===== src/rtl/seg_p2s_pkg.sv =====
// Shared types and default parameters for the segment-display serialiser.
package seg_p2s_pkg;

    localparam int unsigned DATA_W_DEF = 64;
    localparam int unsigned DIV_DEF    = 2;

    typedef enum logic [2:0] {
        ST_IDLE,
        ST_SETUP,
        ST_HIGH,
        ST_LATCH,
        ST_DONE
    } state_t;

endpackage


===== src/rtl/seg_p2s_if.sv =====
// Request/serial bundle between a frame producer and the serialiser.
interface seg_p2s_if
    import seg_p2s_pkg::*;
#(
    parameter int unsigned DATA_W = DATA_W_DEF
);
    logic              start;
    logic [DATA_W-1:0] data;
    logic              sclk;
    logic              sdat;
    logic              latch;
    logic              busy;
    logic              done;

    modport master (
        output start, data,
        input  sclk, sdat, latch, busy, done
    );

    modport slave (
        input  start, data,
        output sclk, sdat, latch, busy, done
    );
endinterface


===== src/rtl/seg_p2s_div.sv =====
// Phase counter: terminal count every DIV cycles, restarted by clr.
module seg_p2s_div
    import seg_p2s_pkg::*;
#(
    parameter int unsigned DIV = DIV_DEF
) (
    input  logic clk,
    input  logic rst,
    input  logic clr,
    output logic tc_c
);
    localparam int unsigned CNT_W = $clog2(DIV + 1);

    logic [CNT_W-1:0] cnt;

    assign tc_c = (cnt == CNT_W'(DIV - 1));

    always_ff @(posedge clk or posedge rst) begin
        if (rst) begin
            cnt <= '0;
        end else if (clr || tc_c) begin
            cnt <= '0;
        end else begin
            cnt <= cnt + CNT_W'(1);
        end
    end
endmodule


===== src/rtl/seg_p2s_tx.sv =====
// Parallel-to-serial transmitter feeding a chain of display shift registers.
module seg_p2s_tx
    import seg_p2s_pkg::*;
#(
    parameter int unsigned DATA_W = DATA_W_DEF,
    parameter int unsigned DIV    = DIV_DEF
) (
    input  logic     clk,
    input  logic     rst,
    seg_p2s_if.slave bus
);
    localparam int unsigned BIT_W = $clog2(DATA_W + 1);

    state_t            state, state_nx;
    logic [DATA_W-1:0] sr, sr_nx;
    logic [BIT_W-1:0]  bit_cnt, bit_cnt_nx;
    logic              sdat_r, sdat_nx;
    logic              sclk_r, latch_r, busy_r, done_r;
    logic              phase_clr_c, phase_tc_c;

    seg_p2s_div #(.DIV(DIV)) u_div (
        .clk  (clk),
        .rst  (rst),
        .clr  (phase_clr_c),
        .tc_c (phase_tc_c)
    );

    // Next-state, shift and bit-count decisions
    always_comb begin
        state_nx    = state;
        sr_nx       = sr;
        bit_cnt_nx  = bit_cnt;
        sdat_nx     = sdat_r;
        phase_clr_c = 1'b0;

        case (state)
            ST_IDLE: begin
                phase_clr_c = 1'b1;
                if (bus.start) begin
                    sr_nx      = bus.data;
                    bit_cnt_nx = BIT_W'(DATA_W);
                    state_nx   = ST_SETUP;
                end
            end
            ST_SETUP: begin
                if (phase_tc_c) state_nx = ST_HIGH;
            end
            ST_HIGH: begin
                if (phase_tc_c) begin
                    sr_nx      = sr << 1;
                    bit_cnt_nx = bit_cnt - BIT_W'(1);
                    state_nx   = (bit_cnt == BIT_W'(1)) ? ST_LATCH : ST_SETUP;
                end
            end
            ST_LATCH: begin
                if (phase_tc_c) state_nx = ST_DONE;
            end
            ST_DONE: begin
                phase_clr_c = 1'b1;
                state_nx    = ST_IDLE;
            end
            default: begin
                state_nx = ST_IDLE;
            end
        endcase

        // Data only moves when a new bit period opens, keeping sdat quiet under sclk high
        if (state_nx == ST_SETUP && state != ST_SETUP) sdat_nx = sr_nx[DATA_W-1];
    end

    always_ff @(posedge clk or posedge rst) begin
        if (rst) begin
            state   <= ST_IDLE;
            sr      <= '0;
            bit_cnt <= '0;
            sdat_r  <= 1'b0;
            sclk_r  <= 1'b0;
            latch_r <= 1'b0;
            busy_r  <= 1'b0;
            done_r  <= 1'b0;
        end else begin
            state   <= state_nx;
            sr      <= sr_nx;
            bit_cnt <= bit_cnt_nx;
            sdat_r  <= sdat_nx;
            sclk_r  <= (state_nx == ST_HIGH);
            latch_r <= (state_nx == ST_LATCH);
            busy_r  <= (state_nx == ST_SETUP) || (state_nx == ST_HIGH) || (state_nx == ST_LATCH);
            done_r  <= (state_nx == ST_DONE);
        end
    end

    assign bus.sclk  = sclk_r;
    assign bus.sdat  = sdat_r;
    assign bus.latch = latch_r;
    assign bus.busy  = busy_r;
    assign bus.done  = done_r;
endmodule

===== src/flat_wrapper.sv =====
// flat-port wrapper written by rule: the top's interface ports become plain ports
module seg_p2s_tx_flat import seg_p2s_pkg::*;
#(
    parameter int unsigned DATA_W = DATA_W_DEF,
    parameter int unsigned DIV    = DIV_DEF
)
  (clk, rst, bus_start, bus_data, bus_sclk, bus_sdat, bus_latch, bus_busy, bus_done);
  seg_p2s_if #(.DATA_W(DATA_W)) bus_i ();
  input  logic clk;
  input  logic rst;
  input wire logic [$bits(bus_i.start)-1:0] bus_start;
  input wire logic [$bits(bus_i.data)-1:0] bus_data;
  output wire logic [$bits(bus_i.sclk)-1:0] bus_sclk;
  output wire logic [$bits(bus_i.sdat)-1:0] bus_sdat;
  output wire logic [$bits(bus_i.latch)-1:0] bus_latch;
  output wire logic [$bits(bus_i.busy)-1:0] bus_busy;
  output wire logic [$bits(bus_i.done)-1:0] bus_done;
  assign bus_i.start = bus_start;
  assign bus_i.data = bus_data;
  assign bus_sclk = bus_i.sclk;
  assign bus_sdat = bus_i.sdat;
  assign bus_latch = bus_i.latch;
  assign bus_busy = bus_i.busy;
  assign bus_done = bus_i.done;
  seg_p2s_tx #(.DATA_W(DATA_W), .DIV(DIV)) u_core (.clk(clk), .rst(rst), .bus(bus_i));
endmodule

===== config.mk =====
export PLATFORM = sky130hd
export DESIGN_NAME = seg_p2s_tx_flat
export DESIGN_NICKNAME = d
export VERILOG_FILES = /design/src/rtl/seg_p2s_pkg.sv /design/src/rtl/seg_p2s_if.sv /design/src/rtl/seg_p2s_div.sv /design/src/rtl/seg_p2s_tx.sv /design/src/flat_wrapper.sv
export SDC_FILE = /design/constraint.sdc
export NUM_CORES = 1
export LEC_CHECK = 0
export CORE_ASPECT_RATIO = 1.2
export CORE_MARGIN = 1.5
export CORE_UTILIZATION = 45
export DETAILED_ROUTE_END_ITERATION = 10
export DONT_BUFFER_PORTS = 1
export SLEW_MARGIN = 20
export SYNTH_ARGS = -nofsm -noshare
export SYNTH_HDL_FRONTEND = slang
export SYNTH_HIERARCHICAL = 1
export SYNTH_SLANG_ARGS = --single-unit

===== constraint.sdc =====
create_clock -name clk -period 2.3 [get_ports clk]
set_clock_uncertainty 0.05 [all_clocks]
set_input_delay 0.23 -clock clk [delete_from_list [all_inputs] [get_ports clk]]
set_output_delay 0.23 -clock clk [all_outputs]
set_load 0.05 [all_outputs]

* Word-level counts from Yosys, hierarchy flattened
Index checks and enable logic that the tools add are counted.
** Operators by class
- Add/sub/neg operators :: 2
- Equal/unequal tests :: 13
- Muxes and demuxes :: 14
- Reductions and logical operators :: 8
** Operators with widths (count)
- $mux W64 :: 2
- $pmux W64 S2 :: 1
- $mux W7 :: 2
- $pmux W7 S2 :: 1
- $eq A3 B2 Y1 const B :: 4
- $mux W3 :: 4
- $pmux W3 S4 :: 1
- $eq A7 B1 Y1 const B :: 1
- $sub A7 B1 Y7 const B :: 1
- $eq A3 B1 Y1 const B :: 2
- $eq A3 B3 Y1 const B :: 2
- $mux W2 :: 2
- $ne A2 B2 Y1 const B :: 2
- $logic_not A3 Y1 :: 1
- $logic_or A1 B1 Y1 :: 3
- $ne A3 B1 Y1 const B :: 1
- $reduce_and A3 Y1 :: 1
- $add A2 B1 Y2 const B :: 1
- $eq A2 B1 Y1 const B :: 1
- $reduce_bool A2 Y1 :: 1
- $reduce_or A2 Y1 :: 1
- $logic_and A1 B1 Y1 :: 1
- $mux W1 :: 1
** Word-level totals
- Flip-flop bits (word level) :: 81
- Input port bits :: 67
- Output and inout port bits :: 5
- Logic and storage cells :: 47

* Depth between registers and ports, before layout
Gate-level depths: netlist (run 1).
- Depth in word-level cells :: 7
- Mapped depth :: 10
- Mapped depth without buffers :: 6

* Modules after synthesis
Netlist (run 1), hierarchy kept.
** Modules (own cells, without submodules)
- seg_p2s_tx :: instances 1, cells an instance 347, area an instance 3378.2 µm², seq. area each 1976.9 µm²
- seg_p2s_div :: instances 1, cells an instance 7, area an instance 80.1 µm², seq. area each 50.0 µm²

* Worst setup path before layout (run 1)
No wires, ideal clock.
- Kind :: register to register
- Start :: register u_core.u_div.cnt[1]
- End :: register u_core.sdat_r (netlist: u_core/bus.sdat)
- Library setup time :: 125 ps
- Data arrival time :: 1770 ps
- Required time :: 2125 ps
- Path slack :: 355 ps
- Stages on the path, launching flop included :: 9
- Buffers on the path :: 2
- Period minus slack after synthesis :: 1945 ps
- Cell sequence :: dfrtp_1 inv_1 ha_1 buf_2 nor4bb_1 buf_2 nor2_1 a221o_1 mux2_2
** On the way
- Elaborated cells between the ends (all ways) :: 9
- Classes of those cells :: eq/ne: 2; mux: 6; reduce/logical: 1
** RTL lines
- start: declaration :: RTL line seg_p2s_div.sv:14 : logic [CNT_W-1:0] cnt;
- start signal: assignment :: RTL line seg_p2s_div.sv:24 : cnt <= cnt + CNT_W'(1);
- $eq A2 B1 Y1 :: RTL line seg_p2s_div.sv:16 : assign tc_c = (cnt == CNT_W'(DIV - 1));
- named net u_core.phase_tc_c :: RTL line seg_p2s_tx.sv:19 : logic phase_clr_c, phase_tc_c;
- $mux W64 :: RTL line seg_p2s_tx.sv:49 : if (phase_tc_c) begin
- $pmux W64 S2 :: RTL line seg_p2s_tx.sv:36 : case (state)
- named net u_core.sr_nx[63] :: RTL line seg_p2s_tx.sv:15 : logic [DATA_W-1:0] sr, sr_nx;
- end signal: assignment :: RTL line seg_p2s_tx.sv:85 : sdat_r <= sdat_nx;
- end: declaration :: RTL line seg_p2s_tx.sv:17 : logic sdat_r, sdat_nx;
The timed path passes the listed nets, and every way through them passes these cells. The select of a mux whose other input is x is not followed.
A chain may end at the register's enable or synchronous reset.

* Worst setup path in the final report (run 1)
- Start :: register u_core.state[0]
- End :: register u_core.sr[59]
** On the way
- Word-level cells in the longest chain between the ends :: 3
- Elaborated cells between the ends (all ways) :: 7
- Classes of those cells :: eq/ne: 3; mux: 1; reduce/logical: 3
** Ends and longest elaborated chain
- start: declaration :: RTL line seg_p2s_tx.sv:14 : state_t state, state_nx;
- start signal: assignment :: RTL line seg_p2s_tx.sv:82 : state <= state_nx;
- $eq A3 B2 Y1 / $logic_not A3 Y1 (equally long branches) :: RTL line seg_p2s_tx.sv:36
- $ne A2 B2 Y1 (no line) / $reduce_bool A2 Y1 (equally long branches)
- $reduce_and A3 Y1 (no line)
- end signal: assignment :: RTL line seg_p2s_tx.sv:83 : sr <= sr_nx;
- end: declaration :: RTL line seg_p2s_tx.sv:15
Several ways; a longest one is shown, not always the timed one.

==> impl_metrics.toml, run 1 <==
[run_status]
status = "completed"

[layout]
syn_to_final_growth_pct = 29.41
fill_cells = 622
final_core_util_pct = 60.81
drive_above_1_share_pct = 8.076
fin_cells = 511
final_cell_area_mm2 = 0.004476
multi_input_area_mm2 = 0.001326
final_nets = 486
ff_latch_area_mm2 = 0.002027
antenna_cells = 0

[synthesis]
synth_cell_types = 28
synthArstFlopShare_pct = 100.0
synth_area_leaders = "dfrtp_1 59%, nand2_1 14%, a22oi_1 13%, buf_2 1.7%, nor2_1 1.7%"
ys_seq_area_share_pct = 58.61
syn_nets = 424
ys_seq_elements = 81
synth_top_area_cell = "dfrtp_1"
synth_most_common_cell = "nand2_1"
ys_warn_count = 6
yosysTopAreaCellShare_pct = 58.61
ys.flop_type = "dfrtp_1"
synth-edff-count = 0
synth_commonest_cells = "128 x nand2_1, 81 x dfrtp_1, 62 x a22oi_1, 16 x nor2_1, 12 x buf_2"
syn_avg_cell_area_um2 = 9.769
syn-instance-count = 354
synth.cell_area_mm2 = 0.003458

[clock_network]
tritoncts = "yes"
clkLatencyLatePin_ns = 0.34
clk_root_buffer_cell = "clkbuf_8"
clk_pin_slew_ns = 0.08
ctsHtreeMaxLevel = 3
cts_buffers = 9
cts_setup_buffers = 0
clk_path_buf_depth = 2
cts.sinks = 81
cts_resized = 0

[pwr]
power.share.switching_pct = 35.82
power.density_mw_per_mm2 = 1230
power.internal_mw = 3.532
leakagePower_nw = 2.155
comb_power_share_pct = 30.5
seq_power_share_pct = 46.8
vdd_drop_max_v = 0.0007032
total_power_mw = 5.503
p_clk_share_pct = 22.7
power_switching_mw = 1.971

[global_route]
grt_pass1_vias = 2778
grt_max_degree = 44
grt_pass1_wl_um = 13120
grt_overflow = 0
grt_antenna_before_repair = 0
grt_usage_pct = 19.64

[critical_path]
crit_path_start_kind = "flip-flop"
cp.required_ns = 2.53
arrival_ns = 2.15
endpoint_kind = "flip-flop"
worstSetupPathType = "reg2reg"
cp_max_fo = 40
worst-r2r-cell-count = 5

[detailed_routing]
drt_wl_total_um = 7579
dr.pass1.iters = 5
drc = 0
drtAntennaViolNets = 0
vias_per_cell = 5.413
vias = 2766
detail_route.wl_per_cell_um = 14.83
drt_iter0_drc = 191

[sta]
timing.fmax_ghz = 0.5210
fin_crit_ns = 1.920
drv_slew = 0
hold_ws_ns = 0.02440
setup_tns_ns = 0
rsz0062_at_grt = "false"
slew_headroom_pct = 37.15
max_slew.worst_pin.slew_ns = 0.9408
setup_ws_ns = 0.3805
final_hold_viol_count = 0
timing.final.crit_share_pct = 83.46
setup_violations = 0

[flow_run]
max_cap_violations = 0

[floorplanning]
die_y_um = 99.03
core_area_mm2 = 0.007360
initial_core_util_pct = 46.99
die_area_mm2 = 0.008222
ios = 72
fp.dieW_um = 83.03
num_rows = 34

[placement]
hpwlAfterDp_um = 4499
place_ws_ns = 0.3912
place_area_mm2 = 0.003591
place_inst = 431
port-buffer-count = 0
place_congestion = 0.7364

[min_path]
hold_depth = 1
hold_class = "in2reg"
-- final cells by class --
class / count / area share, %
clock buffers: 11 / 3.159
clock inverters: 5 / 2.292
inverters: 5 / 0.5032
multi-input cells: 243 / 29.63
flip-flops and latches: 81 / 45.29
well taps: 90 / 2.516
repair buffers: 76 / 16.61
-- per-layer routing --
| layer | vias to the layer above | routed length, µm | GRT usage [%] |
|---|---|---|---|
| li1 | 1331 | - | - |
| met1 | 1353 | 3466 | 27.50 |
| met2 | 66 | 3654 | 30.14 |
| met3 | 16 | 285 | 3.350 |
| met4 | 0 | 172 | 8.846 |
| met5 | - | 0 | 0 |
-- registers in the layout, indices dropped and copies added, names as in the netlist --
signal,cells
u_core/sr,64
u_core/bit_cnt,7
u_core/state,3
u_core/u_div/cnt,2
u_core/bus.busy,1
u_core/bus.done,1
u_core/bus.latch,1
u_core/bus.sclk,1
u_core/bus.sdat,1
-- critical path, cell delays in order (launching register included) --
cell	delay (ns)
dfrtp_1	0.54
nor4b_4	0.37
buf_4	0.24
buf_4	0.39
a22oi_1	0.14
nand2_1	0.10
-- cells by family after synthesis --
logic type | share of synthesized area (%)
xor gates and xnor gates | 1.266
and+or+nand+nor | 19.28
DFF | 58.61
AOI/OAI and AO/OA | 15.41
adders and majority gates | 1.085
muxes | 0.6512
buffers and inverters | 3.691
-- cells in the final DEF, fill, tap and decap left out, types with 2 or more instances in the layout --
cell / synthesis / layout
a21oi_1: 3 / 3
buf_4: 0 / 11
dlygate4sd3_1: 0 / 64
clkinvlp_4: 0 / 2
nand3_1: 4 / 4
mux2_2: 2 / 2
a22oi_1: 62 / 62
ha_1: 3 / 3
nand2b_1: 4 / 4
clkbuf_8: 0 / 10
xor2_1: 5 / 5
nand2_1: 128 / 128
inv_1: 5 / 4
dfrtp_1: 81 / 81
nor3_1: 3 / 3
bufinv_16: 0 / 3
nor2_1: 16 / 15
-- final timing paths --
| path | from | endpoint | slack [ns] |
|---|---|---|---|
| max in group asynchronous | rst | u_core/sr[62]$_DFFE_PP0P_ | 1.03 |
| worst max-delay path | u_core/state[0]$_DFF_PP0_ | u_core/sr[59]$_DFFE_PP0P_ | 0.38 |
| worst min register to register | u_core/u_div/cnt[0]$_DFF_PP0_ | u_core/u_div/cnt[0]$_DFF_PP0_ | 0.40 |
| worst min-delay path | bus_data[63] | u_core/sr[63]$_DFF_PP0_ | 0.02 |
| min in group asynchronous | rst | u_core/u_div/cnt[0]$_DFF_PP0_ | 0.20 |
| worst max register to register | u_core/state[0]$_DFF_PP0_ | u_core/sr[59]$_DFFE_PP0P_ | 0.38 |
-- power groups by stage --
stage | sequential [mW] | combinational [mW] | clock [mW]
finish | 2.58 | 1.68 | 1.25
global route | 2.65 | 1.96 | 1.33
CTS | 2.57 | 1.67 | 1.27
detailed placement | 2.59 | 1.58 | 0
global placement | 2.58 | 1.53 | 0
floorplan | 2.44 | 1.31 | 0
-- what timing repair did --
item | in CTS | in global routing
hold buffers | 64 | 0
hold endpoints to repair | 106 | 0
setup endpoints to repair | 0 | 0
Power figures use the tool's default switching activity.
==> run 2: changes to the inputs <==
==> constraint.sdc (replaced) <==
create_clock -name clk -period 1.5 [get_ports clk]
set_clock_uncertainty 0.05 [all_clocks]
set_input_delay 0.15 -clock clk [delete_from_list [all_inputs] [get_ports clk]]
set_output_delay 0.15 -clock clk [all_outputs]
set_load 0.05 [all_outputs]
==> impl_metrics.toml, run 2 (synthesis gave the netlist of run 1 again) <==
[clock_network]
tritoncts = "yes"
clk_root_buffer_cell = "clkbuf_8"
clkLatencyLatePin_ns = 0.35
cts_buffers = 9
clk_pin_slew_ns = 0.08
clk_path_buf_depth = 2
ctsHtreeMaxLevel = 3
cts.sinks = 81

[global_route]
grt_max_degree = 41
grt_usage_pct = 20.91
grt_pass1_wl_um = 13780
grt_pass1_vias = 2867
met2_usage_pct = 32.33
grt_overflow = 0
met1_usage_pct = 29.70
grt_busiest_layer = "met2"
grt_use_met3_pct = 3.350
grt_antenna_before_repair = 0

[critical_path]
slowest_stage = "dfrtp_1"
crit_path_start_kind = "flip-flop"
endpoint_kind = "flip-flop"
cp_max_fo = 5
crit_path_cell_trace = "ha_2 > nor4bb_4 > buf_4 > and3_1 > a221o_1 > mux2_2"
arrival_ns = 1.96
worstSetupPathType = "reg2reg"
cpPeakStageDelay_ns = 0.39
cp.required_ns = 1.68

[detailed_routing]
vias = 2858
drt_iter0_drc = 166
vias_per_cell = 5.352
detail_route.wl_per_cell_um = 15.84
drc = 0
drtAntennaViolNets = 0
dr.pass1.iters = 5
drt_wl_total_um = 8457

[run_status]
violations = "setup timing"
status = "finished, violations left"

[layout]
final_nets = 510
fin_cells = 534
syn_to_final_growth_pct = 42.08
largest_register_ffs = 64
final_cell_mix = "127 x nand2_1, 81 x dfrtp_1, 66 x dlygate4sd3_1"
largestRegisters = "u_core/sr: 64 flops, u_core/bit_cnt: 7 flops, u_core/state: 3 flops"
layout_commonest_cell = "nand2_1"
drive_above_1_share_pct = 20.27
largest_register = "u_core/sr"
antenna_cells = 0
final_cell_area_mm2 = 0.004913

[pwr]
power.density_mw_per_mm2 = 1863
vdd_drop_max_v = 0.001144
leakagePower_nw = 2.312
total_power_mw = 9.153

[floorplanning]
initial_core_util_pct = 46.99
num_rows = 34
core_area_mm2 = 0.007360
fp.dieW_um = 83.03
die_y_um = 99.03
die_area_mm2 = 0.008222
ios = 72

[placement]
place_congestion = 0.7894
hpwlAfterDp_um = 4578
place_ws_ns = -0.2403
place_inst = 445
port-buffer-count = 0
place_area_mm2 = 0.003724

[sta]
timing.final.crit_share_pct = 118.3
rsz0062_at_grt = "true"
fin_crit_ns = 1.775
setup_violations = 72
drv_slew = 0
final_hold_viol_count = 0
timing.fmax_ghz = 0.5635
setup_ws_ns = -0.2746
setup_tns_ns = -10.17
max_slew.worst_pin.slew_ns = 0.5126
slew_headroom_pct = 65.83

[flow_run]
max_cap_violations = 0

[min_path]
hold_class = "in2async"
-- run 2: final timing paths --
kind | start | end | slack, ns | depth (start not counted)
max in group asynchronous | rst | u_core/sr[48]$_DFFE_PP0P_ | 0.63 | 3
min reg2reg | u_core/sr[33]$_DFFE_PP0P_ | u_core/sr[33]$_DFFE_PP0P_ | 0.43 | 2
max reg2reg | u_core/u_div/cnt[0]$_DFF_PP0_ | u_core/bus.sdat$_DFFE_PP0P_ | -0.27 | 6
min in group clk | bus_start | u_core/bit_cnt[1]$_DFFE_PP0P_ | 0.29 | 4
max | u_core/u_div/cnt[0]$_DFF_PP0_ | u_core/bus.sdat$_DFFE_PP0P_ | -0.27 | 6
min | rst | u_core/u_div/cnt[0]$_DFF_PP0_ | 0.10 | 2
-- run 2: cell type report --
cell class | count | area [µm²]
Sequential cell | 81 | 2027
Fill cell | 571 | 2446
Timing Repair Buffer | 100 | 1049
Tap cell | 90 | 112.6
Clock buffer | 13 | 158.9
Inverter | 5 | 22.52
Multi-Input combinational cell | 243 | 1506
Clock inverter | 2 | 37.54
-- run 2: metrics by stage --
stage          utilization (%)  hold slack [ns]
2_1_floorplan                -          -0.1588
3_3_place_gp             50.60          -0.1520
3_5_place_dp             50.60          -0.1532
4_1_cts                  64.64          0.09189
5_1_grt                  66.76          0.09967
6_report                 66.76           0.1035
-- run 2: metal layers --
metal	vias to the layer above	share of wire (%)	wire (µm)
met3	8	3.9	333
met1	1394	46	3861
met5	-	0	0
met4	0	0.98	83
met2	80	49	4179
li1	1376	-	-
-- run 2: critical path: cells and delay by family, from the launching register on --
family / cells / cell delay (ns)
buf+inv: 1 / 0.16
simple gates: 2 / 0.31
fa+ha+maj: 1 / 0.19
compound gates: 1 / 0.29
mux: 1 / 0.26
flops: 1 / 0.39
-- run 2: report_power, final --
group / switching (mW) / internal (mW) / total [mW]
sequential: 0.753 / 3.16 / 3.91
clock: 0.756 / 0.854 / 1.61
combinational: 1.89 / 1.74 / 3.63
total: 3.40 / 5.75 / 9.15
-- run 2: what timing repair did --
item	CTS	global route
pin swaps	1	3
setup endpoints to repair	73	74
buffers inserted	2	2
gates resized for setup	21	22
hold buffers	66	0
endpoints found under the hold margin	146	0
gates cloned	2	2
